--- config.mk ---
export PLATFORM = sky130hd
export DESIGN_NAME = bram_line_reader
export DESIGN_NICKNAME = d
export VERILOG_FILES = /design/src/rtl/bram_line_reader.sv
export SDC_FILE = /design/constraint.sdc
export NUM_CORES = 1
export LEC_CHECK = 0
export CAP_MARGIN = 20
export CORE_UTILIZATION = 55
export DETAILED_ROUTE_END_ITERATION = 8
export PLACE_DENSITY = 0.84
export SYNTH_ARGS = -nofsm -noshare
export SYNTH_HDL_FRONTEND = slang
export SYNTH_SLANG_ARGS = --single-unit
--- constraint.sdc ---
create_clock -name clock -period 3.02 [get_ports clock]
set_clock_uncertainty 0.05 [all_clocks]
set_input_delay 0.453 -clock clock [delete_from_list [all_inputs] [get_ports clock]]
set_output_delay 0.453 -clock clock [all_outputs]
set_load 0.03 [all_outputs]
--- src/rtl/bram_line_reader.sv ---
// Reads a run of 32-bit words from the scanline RAM and streams them out as
// four 8-bit pixels each (low byte first) over a ready/valid handshake.
module bram_line_reader (
    input  logic        clock,
    input  logic        reset,
    input  logic        start,
    input  logic [8:0]  base_addr,
    input  logic [8:0]  word_count,
    output logic        ram_en,
    output logic [8:0]  ram_addr,
    input  logic [31:0] ram_data,
    output logic [7:0]  pix_data,
    output logic        pix_valid,
    input  logic        pix_ready,
    output logic        busy,
    output logic        done
);

    typedef enum logic [1:0] {S_IDLE, S_FETCH, S_DRAIN} state_t;

    state_t           state_q, state_d;
    logic [9:0]       rem_q, rem_d;
    logic [8:0]       addr_q, addr_d;
    logic             ren_q, ren_d;
    logic             vpipe_q, vpipe_d;
    logic [1:0][31:0] fifo_q, fifo_d;
    logic             wptr_q, wptr_d;
    logic             rptr_q, rptr_d;
    logic [1:0]       fcnt_q, fcnt_d;
    logic [31:0]      sh_q, sh_d;
    logic [1:0]       idx_q, idx_d;
    logic             pv_q, pv_d;
    logic             done_q, done_d;

    logic       accept;
    logic       load;
    logic       last_pix;
    logic [2:0] occ;

    always_comb begin
        state_d  = state_q;
        rem_d    = rem_q;
        addr_d   = addr_q;
        ren_d    = 1'b0;
        vpipe_d  = ren_q;
        fifo_d   = fifo_q;
        wptr_d   = wptr_q;
        rptr_d   = rptr_q;
        sh_d     = sh_q;
        idx_d    = idx_q;
        pv_d     = pv_q;
        done_d   = 1'b0;

        accept   = pv_q && pix_ready;
        // Buffered words plus reads still travelling through the RAM pipeline.
        occ      = {1'b0, fcnt_q} + {2'b00, ren_q} + {2'b00, vpipe_q};
        load     = (fcnt_q != 2'd0) && (!pv_q || (accept && idx_q == 2'd3));
        last_pix = (state_q == S_DRAIN) && accept && (idx_q == 2'd3)
                   && (fcnt_q == 2'd0) && !ren_q && !vpipe_q;

        case (state_q)
            S_IDLE: begin
                if (start) begin
                    if (word_count == 9'd0) begin
                        done_d = 1'b1;
                    end else begin
                        ren_d   = 1'b1;
                        addr_d  = base_addr;
                        rem_d   = {1'b0, word_count} - 10'd1;
                        state_d = S_FETCH;
                    end
                end
            end
            S_FETCH: begin
                if (rem_q == 10'd0) begin
                    state_d = S_DRAIN;
                end else if (occ < 3'd2) begin
                    ren_d  = 1'b1;
                    addr_d = addr_q + 9'd1;
                    rem_d  = rem_q - 10'd1;
                end
            end
            S_DRAIN: begin
                if (last_pix) begin
                    state_d = S_IDLE;
                    done_d  = 1'b1;
                end
            end
            default: state_d = S_IDLE;
        endcase

        if (vpipe_q) begin
            fifo_d[wptr_q] = ram_data;
            wptr_d         = ~wptr_q;
        end
        if (load) begin
            rptr_d = ~rptr_q;
        end
        fcnt_d = fcnt_q + {1'b0, vpipe_q} - {1'b0, load};

        if (load) begin
            sh_d  = fifo_q[rptr_q];
            idx_d = 2'd0;
            pv_d  = 1'b1;
        end else if (accept) begin
            sh_d  = {8'h00, sh_q[31:8]};
            idx_d = idx_q + 2'd1;
            if (idx_q == 2'd3) begin
                pv_d = 1'b0;
            end
        end
    end

    always_ff @(posedge clock) begin
        if (!reset) begin
            state_q <= S_IDLE;
            rem_q   <= '0;
            addr_q  <= '0;
            ren_q   <= 1'b0;
            vpipe_q <= 1'b0;
            fifo_q  <= '0;
            wptr_q  <= 1'b0;
            rptr_q  <= 1'b0;
            fcnt_q  <= '0;
            sh_q    <= '0;
            idx_q   <= '0;
            pv_q    <= 1'b0;
            done_q  <= 1'b0;
        end else begin
            state_q <= state_d;
            rem_q   <= rem_d;
            addr_q  <= addr_d;
            ren_q   <= ren_d;
            vpipe_q <= vpipe_d;
            fifo_q  <= fifo_d;
            wptr_q  <= wptr_d;
            rptr_q  <= rptr_d;
            fcnt_q  <= fcnt_d;
            sh_q    <= sh_d;
            idx_q   <= idx_d;
            pv_q    <= pv_d;
            done_q  <= done_d;
        end
    end

    assign ram_en    = ren_q;
    assign ram_addr  = addr_q;
    assign pix_data  = sh_q[7:0];
    assign pix_valid = pv_q;
    assign done      = done_q;
    assign busy      = (state_q != S_IDLE) || done_q;

endmodule
---- After elaboration in Yosys (flattened, before gate mapping) ----
Cells that the tools add are included.
operators by class
  add/subtract/negate cells ............... 8
  magnitude comparators ................... 4
  equality and inequality tests ........... 9
  multiplexer cells ....................... 34
  bitwise gates (word level) .............. 3
  reduce and logical (&&, ||, !) cells .... 27
operators with widths
  kind                                                        number
  2-to-1 mux 32 bit                                           5
  bitwise mux 64 bit                                          1
  2-to-1 mux 10 bit                                           4
  2-to-1 mux 9 bit                                            4
  demux 32 bit (select 1 bit)                                 1
  case mux 10 bit (2 select lines)                            1
  case mux 9 bit (2 select lines)                             1
  inequality test 2 bit, second input constant                6
  zero test 10 bit                                            1
  2-to-1 mux 1 bit                                            10
  nonzero test 2 bit                                          5
  subtractor 10 x 1 -> 10 bit, second input constant          1
  subtractor 9 x 1 -> 10 bit, second input constant           1
  adder 9 x 1 -> 9 bit, second input constant                 1
  logical AND 1 bit                                           9
  zero test 9 bit                                             1
  2-to-1 mux 2 bit                                            4
  case mux 2 bit (3 select lines)                             1
  AND reduction 5 bit                                         1
  == test 2 bit, second input constant                        2
  zero test 2 bit                                             2
  less-than comparator 1 x 2 -> 1 bit, second input constant  2
  case mux 1 bit (2 select lines)                             2
  AND reduction 4 bit                                         1
  13 further kinds                                            18
word-level totals
  flip-flop bits (word level) ............. 127
  input port bits ......................... 54
  output and inout port bits .............. 21
  word-level logic and storage cells ...... 99

---- Depth between registers and ports, before layout ----
Gate-level depths: netlist (run 1).
  depth after elaboration ................. 8
  mapped depth ............................ 10
  mapped depth without buffers ............ 9

---- Worst setup path after synthesis (run 1) ----
No wires, ideal clock.
  path type ............................... flip-flop to flip-flop
  from .................................... register state_q[1]
  to ...................................... register rem_q[6]
  setup time .............................. 0.132 ns
  arrival time ............................ 2.349 ns
  path slack .............................. 0.489 ns
  cell stages (with the launch flop) ...... 11
  clock period less this slack ............ 2.531 ns
  cells stage by stage .................... dfxtp_1 nand2b_1 buf_6 clkbuf_1 mux2i_1 ha_1 or3b_2 o31ai_1 nand3_1 nand3_1 a21oi_1
on the way
  longest elaborated chain between the ends .. 3
  elaborated cells on any way between the ends .. 9
  those cells by class .................... 5 x eq/ne; 1 x mux; 3 x reduce/logical
ends and longest elaborated chain
  what                                                                          line  source
  start, declared                                                               21    state_t state_q, state_d;
  start signal, assigned                                                        130   state_q <= state_d;
  == test 2 x 1 -> 1 bit or zero test 2 bit (tied branches)                     61    case (state_q)
  inequality test 2 bit (no source line) or nonzero test 2 bit (tied branches)  n/a
  AND reduction 5 bit (no source line)                                          n/a
  end signal, assigned                                                          131   rem_q <= rem_d;
  end, declared                                                                 22    logic [9:0] rem_q, rem_d;
Parallel ways exist; a longest one is shown, timed or not.
A chain may end at the register's enable or synchronous reset.

---- Worst setup path after layout (run 1) ----
  from .................................... register vpipe_q
  to ...................................... register addr_q[3], in the netlist ram_addr[3]
on the way
  longest elaborated chain between the ends .. 4
ends and longest elaborated chain
  what                                    line  source
  start, declared                         25    logic vpipe_q, vpipe_d;
  start signal, assigned                  134   vpipe_q <= vpipe_d;
  adder 3 x 1 -> 3 bit                    56    occ = {1'b0, fcnt_q} + {2'b00, ren_q} + {2'b00, vpipe_q};
  less-than comparator 3 x 2 -> 1 bit     77    end else if (occ < 3'd2) begin
  inequality test 2 bit (no source line)  n/a
  AND reduction 5 bit (no source line)    n/a
  end signal, assigned                    132   addr_q <= addr_d;
  end, declared                           23    logic [8:0] addr_q, addr_d;
No other way between the ends.

==> results of run 1 <==
-- stage by stage --
stage / instance area, µm² / instances
finish: 7080 / 921
global route: 7080 / 921
CTS: 7080 / 921
detailed placement: 6500 / 890
global placement: 6500 / 890
floorplan: 5740 / 733
-- worst max-delay path, delay by kind of cell, from the launching register on --
kind                       cells  cell delay (ps)
DFF                            1              440
AOI/OAI and AO/OA              4             1620
adders and majority gates      1              270
-- routing by layer --
layer | wire length (µm) | GRT usage | share of wire
met5 | 0 | 0 | 0
met4 | 415 | 0.120 | 0.027
met3 | 1030 | 0.0677 | 0.068
met2 | 7390 | 0.478 | 0.49
met1 | 6260 | 0.356 | 0.41
-- sequential cells by signal, summed over array words and instances (netlist names), 2 cells and up --
signal	count
fcnt_q	2
fifo_q	64
idx_q	2
ram_addr	9
rem_q	10
sh_q	32
state_q	2
-- cells in the mapped netlist, types with 2 or more instances --
master,n
buf_4,9
o2111ai_1,2
ha_1,6
xor2_1,3
mux2i_1,12
a22o_1,2
and2_1,3
a311oi_1,26
o31a_1,2
clkbuf_1,53
nor2b_1,26
o21ai_0,18
or3_1,4
nor3_1,4
nand2_1,178
xnor2_1,2
dfxtp_1,127
nor2_1,44
mux2_2,2
buf_6,2
a31oi_1,15
o31ai_1,2
a211oi_1,28
nand4_1,5
nand2b_1,5
nand3_1,35
nor3b_1,2
nor4_1,3
inv_1,6
nand3b_1,3
buf_2,3
a21oi_1,84
-- worst min path at each step --
stage                          start    endpoint  depth (start not counted)  slack [ps]
final                      fifo_q[5]   fifo_q[5]                          2         400
after global routing      fifo_q[10]  fifo_q[10]                          2         420
after CTS                  fifo_q[0]   fifo_q[0]                          2         400
after detailed placement   fifo_q[0]   fifo_q[0]                          2         390
after global placement     fifo_q[2]   fifo_q[2]                          2         390
after floorplan            fifo_q[0]   fifo_q[0]                          2         380
-- where the power goes --
part	switching (W)	total [W]	internal, W
logic	0.00119	0.00196	0.000771
clock network	0.000801	0.00201	0.00121
registers	0.000257	0.00222	0.00196
-- cell families after synthesis --
group                      after synthesis  share of synthesized area
AOI/OAI and AO/OA                      189                      0.209
xor gates and xnor gates                 5                    0.00763
adders and majority gates                6                     0.0131
buffers and inverters                   73                     0.0569
DFF                                    127                      0.443
muxes                                   14                     0.0248
and+or+nand+nor                        319                      0.246
-- final cells by class --
cell class | count | area (µm²)
inverter | 6 | 23.8
multi-input combinational | 533 | 2870
sequential | 127 | 2540
clock inverter | 13 | 154
timing repair buffer | 91 | 893
clock buffer | 18 | 428
tap | 133 | 166
fill | 745 | 2870
==> reports/results.txt, run 1 <==
Clock sink count = 127
Clk slew on worst S/H paths = 60 ps
CP arrival = 2860 ps
Setup ws final = 539 ps
Ys flop type = dfxtp_1
Yosys synthesis warning count = 0
Global-route wire length before repair = 25.1 mm
VDD IR max = 642 µV
Worst R2R Path Depth = 5
RR Startpoint = vpipe_q
Period utilization = 0.822
Worst R2R Setup Slack = 540 ps
CTS tree = yes
FFs w/ async S/R, synth = 0
Setup crit start = vpipe_q
Crit-path cells = ha_1, a211oi_1, a22o_1, a21oi_1, a311oi_1
Max_cap viols = 0
Post-DP HPWL = 9.26 mm
CP startpoint kind = flip-flop
DIE HEIGHT = 104 µm
Die area = 10900 µm²
Cell count after synthesis = 733
Max clock buf depth = 2
DRC = 0
Max-slew violation count = 0
Post-cts resize count = 0
Slew HR = 0.341
Area contributors post-synth = dfxtp_1, nand2_1, a21oi_1
Post-Syn Nets = 793
CTS H-Tree Depth = 4
Leakage = 2.45 nW
Sequential area share after synthesis = 0.443
Post-Syn Area per Cell = 7.83 µm²
Port Buffers = 74
RSZ-0062 raised after global routing = false
GRT Overall Usage = 0.287
Drt first pass iters = 5
Starting density of the core = 0.577
Drt first-iter violations = 448
Clock latency on the worst-skew pair = 530 ps
Setup WS pre-CTS = 390 ps
Cts hold-fix bufs = 0
Post-CTS setup buffer count = 0
DRT Wirelength = 15.1 mm
Hold_ws = 397 ps
Antenna Cells = 0
Final Hold Vio Count = 0
Req. time, crit path = 3400 ps
Worst slew pin tran = 983 ps
Maximum clock rate = 403 MHz
Period minus WS final = 2480 ps
Grt total ovfl = 0
Leading area contributor after synthesis = dfxtp_1
Initial antenna violation count = 0
Outcome = complete, no violations
Number of nets in the layout = 836
Area share of the largest cell type after synthesis = 0.443
Detail Route Antenna Nets = 0
Rows = 36
Share of cells above drive strength 1 = 0.0761
Post-synthesis cell type count = 49
Synth Cell Area = 5740 µm²
Layout Utilization = 0.712
Drt wl/cell = 16.4 µm
TritonCTS Buffers = 17
Vias per std cell = 6.06
Most common cell after layout, fill and taps aside = nand2_1
Die Width = 104 µm
Crit-path max FO = 22
HP Class = flip-flop to flip-flop
Via count of the first global-routing pass = 5229
R2R Path End = ram_addr[3]
Element type at the critical path end = flip-flop
Root Driver = clkbuf_8
Final setup viols = 0
Total Power = 0.00619 W
CP max stage cell = a22o_1
Area grow syn2layout = 23.4%
Crit-path max cell delay = 730 ps
Routability cong. = 0.865
Crit path to = ram_addr[3]
Pwr Density = 874 nW/µm²
Synth Register Bits = 127
Setup TNS = 0 ps
EDFF count, synth = 0
Most frequent cells in the layout = nand2_1, dfxtp_1, a21oi_1, clkdlybuf4s50_1, nor2_1
Largest net degree at the start of global routing = 66
Io pins = 75
Type of the worst setup path = flip-flop to flip-flop
Total number of vias = 5584
Core ar. = 9950 µm²
(Power assumes the default switching activity.)
==> inputs of run 2 (changes only) <==
clock period = 2.4 ns   (was 3.02 ns; I/O delays follow)
==> reports/results.txt, run 2 (synthesis results as in run 1) <==
Outcome = complete, no violations (unchanged)
Cell Int Power = 0.00488 W (was 0.00394 W)
Detail Route Antenna Nets = 0 (unchanged)
Slew HR = 0.629 (was 0.341)
Final setup viols = 0 (unchanged)
Via count of the first global-routing pass = 5423 (was 5229)
Period utilization = 0.956
CP arrival = 1890 ps (was 2860 ps)
Post-CTS setup buffer count = 0 (unchanged)
Core ar. = 9950 µm² (unchanged)
Reg power frac = 0.360 (was 0.358)
Max clock buf depth = 2 (unchanged)
Net switching component of the power = 0.00276 W (was 0.00225 W)
Clock power share = 0.298 (was 0.325)
Period minus WS final = 2300 ps
Port Buffers = 74 (unchanged)
Element type at the critical path end = output port (was flip-flop)
Max_cap viols = 0 (unchanged)
GRT Overall Usage = 0.291 (was 0.287)
Net Sw Frac = 0.361 (was 0.364)
Routability cong. = 0.896 (was 0.865)
Final Hold Vio Count = 0 (unchanged)
Comb pwr share = 0.342 (was 0.317)
Drt first-iter violations = 423 (was 448)
CP startpoint kind = flip-flop (unchanged)
Cts hold-fix bufs = 0 (unchanged)
Drt wl/cell = 16.4 µm (about the same)
Crit-path max FO = 8 (was 22)
Setup TNS = 0 ps (unchanged)
Origin of the worst min-delay path = ram_data[21] (was fifo_q[5])
TritonCTS Buffers = 17 (unchanged)
HP Class = input pin to flip-flop (was flip-flop to flip-flop)
Max-slew violation count = 0 (unchanged)
Post-DP HPWL = 9.88 mm (was 9.26 mm)
Most frequent cells in the layout = nand2_1, dfxtp_1, a21oi_1, clkdlybuf4s50_1, nor2_1 (unchanged)
Most common cell after layout, fill and taps aside = nand2_1 (unchanged)
Io pins = 75 (unchanged)
RR Startpoint = rem_q[3] (was vpipe_q)
Die Width = 104 µm (unchanged)
CTS H-Tree Depth = 4 (unchanged)
Rows = 36 (unchanged)
DIE HEIGHT = 104 µm (unchanged)
VDD IR max = 711 µV (was 642 µV)
Vias per std cell = 6.01 (was 6.06)
Type of the worst setup path = flip-flop to output port (was flip-flop to flip-flop)
Pwr Density = 1070 nW/µm² (was 874 nW/µm²)
Area grow syn2layout = 24.5% (was 23.4%)
Largest net degree at the start of global routing = 77 (was 66)
Antenna Cells = 0 (unchanged)
Max reg flops = 64 (unchanged)
Maximum clock rate = 436 MHz
Setup crit start = state_q[0] (was vpipe_q)
Number of nets in the layout = 848 (was 836)
DRT Wirelength = 15.3 mm (was 15.1 mm)
Clock latency on the worst-skew pair = 530 ps (about the same)
Total Power = 0.00763 W (was 0.00619 W)
Min-Delay Path Depth = 3 (was 2)
Global-route wire length before repair = 25.4 mm (was 25.1 mm)
Leakage = 2.50 nW (was 2.45 nW)
Reg with most FFs = fifo_q (unchanged)
Die area = 10900 µm² (unchanged)
RSZ-0062 raised after global routing = false (unchanged)
Top Registers = fifo_q (64), sh_q (32), rem_q (10) (unchanged)
Grt total ovfl = 0 (unchanged)
Req. time, crit path = 1990 ps (was 3400 ps)
Clk slew on worst S/H paths = 60 ps (about the same)
Worst R2R Path Depth = 6 (was 5)
Share of cells above drive strength 1 = 0.0926 (was 0.0761)
Total number of vias = 5597 (was 5584)
DRC = 0 (unchanged)
Worst slew pin tran = 551 ps (was 983 ps)
CTS tree = yes (unchanged)
Starting density of the core = 0.577 (unchanged)
Clock sink count = 127 (unchanged)
Initial antenna violation count = 0 (unchanged)
Drt first pass iters = 5 (unchanged)
Root Driver = clkbuf_8 (unchanged)
==> run 2: cell count changes in the layout (fill, tap and decap cells not counted), sizes merged <==
| cell | previous run | this run |
|---|---|---|
| clkinv | 3 | 8 |
| bufinv | 2 | 1 |
| clkinvlp | 4 | 2 |
| clkbuf | 18 | 19 |
| inv | 10 | 6 |
| buf | 17 | 29 |
==> run 2: final timing paths <==
path / end / slack [ps]
worst min register to register: fifo_q[20] / 400
worst max-delay path: busy / 100
worst max register to register: ram_addr[6] / 140
worst min-delay path: fifo_q[21] / 360
==> run 2: timing repair <==
action / 4_1_cts / 5_1_grt
resized for setup: 0 / 2
hold endpoints to repair: 0 / 0
endpoints found under the setup margin: 0 / 7
==> run 2: cell type report <==
cell class | count | area [µm²]
Tap cell | 133 | 166
Inverter | 6 | 23.8
Timing Repair Buffer | 103 | 996
Clock inverter | 11 | 92.6
Sequential cell | 127 | 2540
Multi-Input combinational cell | 533 | 2890
Fill cell | 780 | 2810
Clock buffer | 19 | 432
==> run 2: metal layers <==
layer  up-vias  wire length, µm  track usage
met5         -                0            0
met4         0              331        0.152
met3        33             1190       0.0589
met2       239             7580        0.479
met1      2653             6200        0.360
li1       2672                -            -
==> run 2: power groups by stage <==
stage	combinational, W	clock, W	sequential (W)
global route	0.00281	0.00239	0.00278
floorplan	0.00176	0	0.00277
detailed placement	0.00253	0	0.00277
global placement	0.00244	0	0.00276
CTS	0.00258	0.00231	0.00273
finish	0.00261	0.00228	0.00275
==> run 2: stage by stage <==
step / instances / worst slack (ps) / util / instance area, µm² / hold slack (ps)
after floorplan: 733 / 52.5 / - / 5750 / 382
after global placement: 902 / 122 / 0.665 / 6620 / 387
after detailed placement: 902 / 55.7 / 0.665 / 6620 / 392
after CTS: 932 / 77.9 / 0.717 / 7140 / 340
after global routing: 932 / 38.5 / 0.718 / 7150 / 360
final: 932 / 104 / 0.718 / 7150 / 357
==> run 2: worst max-delay path: stages (launching register included) <==
cell and delay (ps):
dfxtp_1 390, or3_1 370, clkdlybuf4s50_1 600
==> inputs of run 3 (changes only) <==
GPL_ROUTABILITY_DRIVEN = 0   (was not set)
==> reports/results.txt, run 3 (synthesis results as in run 1) <==
Cts hold-fix bufs = 0 (unchanged)
Max-slew violation count = 0 (unchanged)
Final setup viols = 0 (unchanged)
Vias per std cell = 5.91 (was 6.01)
Drt first-iter violations = 330 (was 423)
HP Class = input pin to flip-flop (unchanged)
Clk slew on worst S/H paths = 60 ps (about the same)
Root Driver = clkbuf_8 (unchanged)
CP startpoint kind = flip-flop (unchanged)
DRC = 0 (unchanged)
Total Power = 0.00783 W (was 0.00763 W)
Detail Route Antenna Nets = 0 (unchanged)
Share of cells above drive strength 1 = 0.0926 (unchanged)
CTS tree = yes (unchanged)
Max_cap viols = 0 (unchanged)
Layout Utilization = 0.723 (was 0.718)
Req. time, crit path = 2730 ps (was 1990 ps)
Core ar. = 9950 µm² (unchanged)
Leakage = 2.52 nW (was 2.50 nW)
Clock sink count = 127 (unchanged)
Via count of the first global-routing pass = 5307 (was 5423)
Area grow syn2layout = 25.4% (was 24.5%)
Largest net degree at the start of global routing = 90 (was 77)
Net Sw Frac = 0.357 (was 0.361)
Number of nets in the layout = 846 (was 848)
Worst slew pin tran = 605 ps (was 551 ps)
Setup WS pre-CTS = -16.9 ps (was 55.7 ps)
Type of the worst setup path = flip-flop to flip-flop (was flip-flop to output port)
Element type at the critical path end = flip-flop (was output port)
DIE HEIGHT = 104 µm (unchanged)
Reg power frac = 0.352 (was 0.360)
Drt first pass iters = 5 (unchanged)
Met3 Use GR = 0.0545 (was 0.0589)
Outcome = complete, no violations (unchanged)
Post-DP HPWL = 9.44 mm (was 9.88 mm)
Clock latency on the worst-skew pair = 520 ps (was 530 ps)
Total number of vias = 5505 (was 5597)
Initial antenna violation count = 0 (unchanged)
CP arrival = 2680 ps (was 1890 ps)
Die Width = 104 µm (unchanged)
Most frequent cells in the layout = nand2_1, dfxtp_1, a21oi_1, clkdlybuf4s50_1, nor2_1 (unchanged)
Hold_ws = 366 ps (was 357 ps)
DRT Wirelength = 14.7 mm (was 15.3 mm)
Post-CTS setup buffer count = 0 (unchanged)
Io pins = 75 (unchanged)
Drt wl/cell = 15.8 µm (was 16.4 µm)
Max reg flops = 64 (unchanged)
GRT Overall Usage = 0.281 (was 0.291)
Starting density of the core = 0.577 (unchanged)
Antenna Cells = 0 (unchanged)
Final Hold Vio Count = 0 (unchanged)
Max clock buf depth = 2 (unchanged)
Rows = 36 (unchanged)
Maximum clock rate = 426 MHz (was 436 MHz)
Clock power share = 0.320 (was 0.298)
Fill cells = 713 (was 780)
Pwr Density = 1090 nW/µm² (was 1070 nW/µm²)
Net switching component of the power = 0.00280 W (was 0.00276 W)
Top Registers = fifo_q (64), sh_q (32), rem_q (10) (unchanged)
Grt total ovfl = 0 (unchanged)
Die area = 10900 µm² (unchanged)
Reg with most FFs = fifo_q (unchanged)
Global route hottest layer = met2 (unchanged)
VDD IR max = 656 µV (was 711 µV)
GR Util met2 = 0.474 (was 0.479)
Period minus WS final = 2350 ps (was 2300 ps)
Setup ws final = 53.4 ps (was 104 ps)
Grt met1 use = 0.356 (was 0.360)
Port Buffers = 74 (unchanged)
Setup TNS = 0 ps (unchanged)
Cell Int Power = 0.00503 W (was 0.00488 W)
Crit-path max FO = 12 (was 8)
Global-route wire length before repair = 24.9 mm (was 25.4 mm)
Most common cell after layout, fill and taps aside = nand2_1 (unchanged)
Slew HR = 0.597 (was 0.629)
RSZ-0062 raised after global routing = false (unchanged)
TritonCTS Buffers = 17 (unchanged)
Period utilization = 0.978 (was 0.956)
Comb pwr share = 0.328 (was 0.342)
CTS H-Tree Depth = 4 (unchanged)
-- run 3: cell count changes in the layout (fill, tap and decap cells not counted) --
| cell | before | now |
|---|---|---|
| a211oi_1 | 27 | 28 |
| a211oi_2 | 1 | 0 |
| a22o_1 | 2 | 1 |
| a22o_2 | 0 | 1 |
| buf_12 | 3 | 4 |
| buf_4 | 26 | 23 |
| bufinv_16 | 1 | 2 |
| clkinv_2 | 7 | 2 |
| clkinv_4 | 1 | 3 |
| inv_6 | 1 | 4 |
| inv_8 | 0 | 1 |
-- run 3: critical path, stage by stage, from the launching register on --
cell      delay, ps
dfxtp_1         370
ha_1            240
a211oi_1        490
a22o_2          400
buf_4           230
nor2_1           70
a311oi_1        360
-- run 3: routing by layer --
| metal | up-vias | part of all wire |
|---|---|---|
| met5 | - | 0 |
| met1 | 2594 | 0.42 |
| met2 | 225 | 0.50 |
| li1 | 2665 | - |
| met4 | 0 | 0.015 |
| met3 | 21 | 0.066 |
-- run 3: timing repair --
action / CTS / global route
endpoints found under the hold margin: 0 / 0
endpoints found under the setup margin: 0 / 4
gates resized for setup: 0 / 2
-- run 3: area by class of cell --
class	count	area, µm²	area share
multi-input combinational	533	2890	0.401
sequential	127	2540	0.353
timing repair buffer	101	993	0.138
clock buffer	19	432	0.0600
tap	133	166	0.0231
clock inverter	13	153	0.0212
inverter	6	23.8	0.00330
-- run 3: power groups by stage --
stage	logic (W)	registers [W]	clock network, W
after global placement	0.00243	0.00277	0
after global routing	0.00280	0.00279	0.00263
after CTS	0.00255	0.00274	0.00252
final	0.00257	0.00276	0.00251
after floorplan	0.00176	0.00277	0
after detailed placement	0.00251	0.00278	0
-- run 3: path summary, 6_finish.rpt --
| kind | startpoint | end | depth (start not counted) | slack [ps] |
|---|---|---|---|---|
| worst max register to register | fcnt_q[0] | ram_addr[1] | 6 | 50 |
| worst min-delay path | ram_data[31] | fifo_q[63] | 3 | 370 |
| worst min register to register | fifo_q[22] | fifo_q[22] | 2 | 400 |
| worst max-delay path | fcnt_q[0] | ram_addr[1] | 6 | 50 |
-- run 3: through the flow --
stage	cells	instance area (µm²)
after floorplan	733	5750
after global placement	900	6610
after detailed placement	900	6610
after CTS	932	7200
after global routing	932	7200
final	932	7200
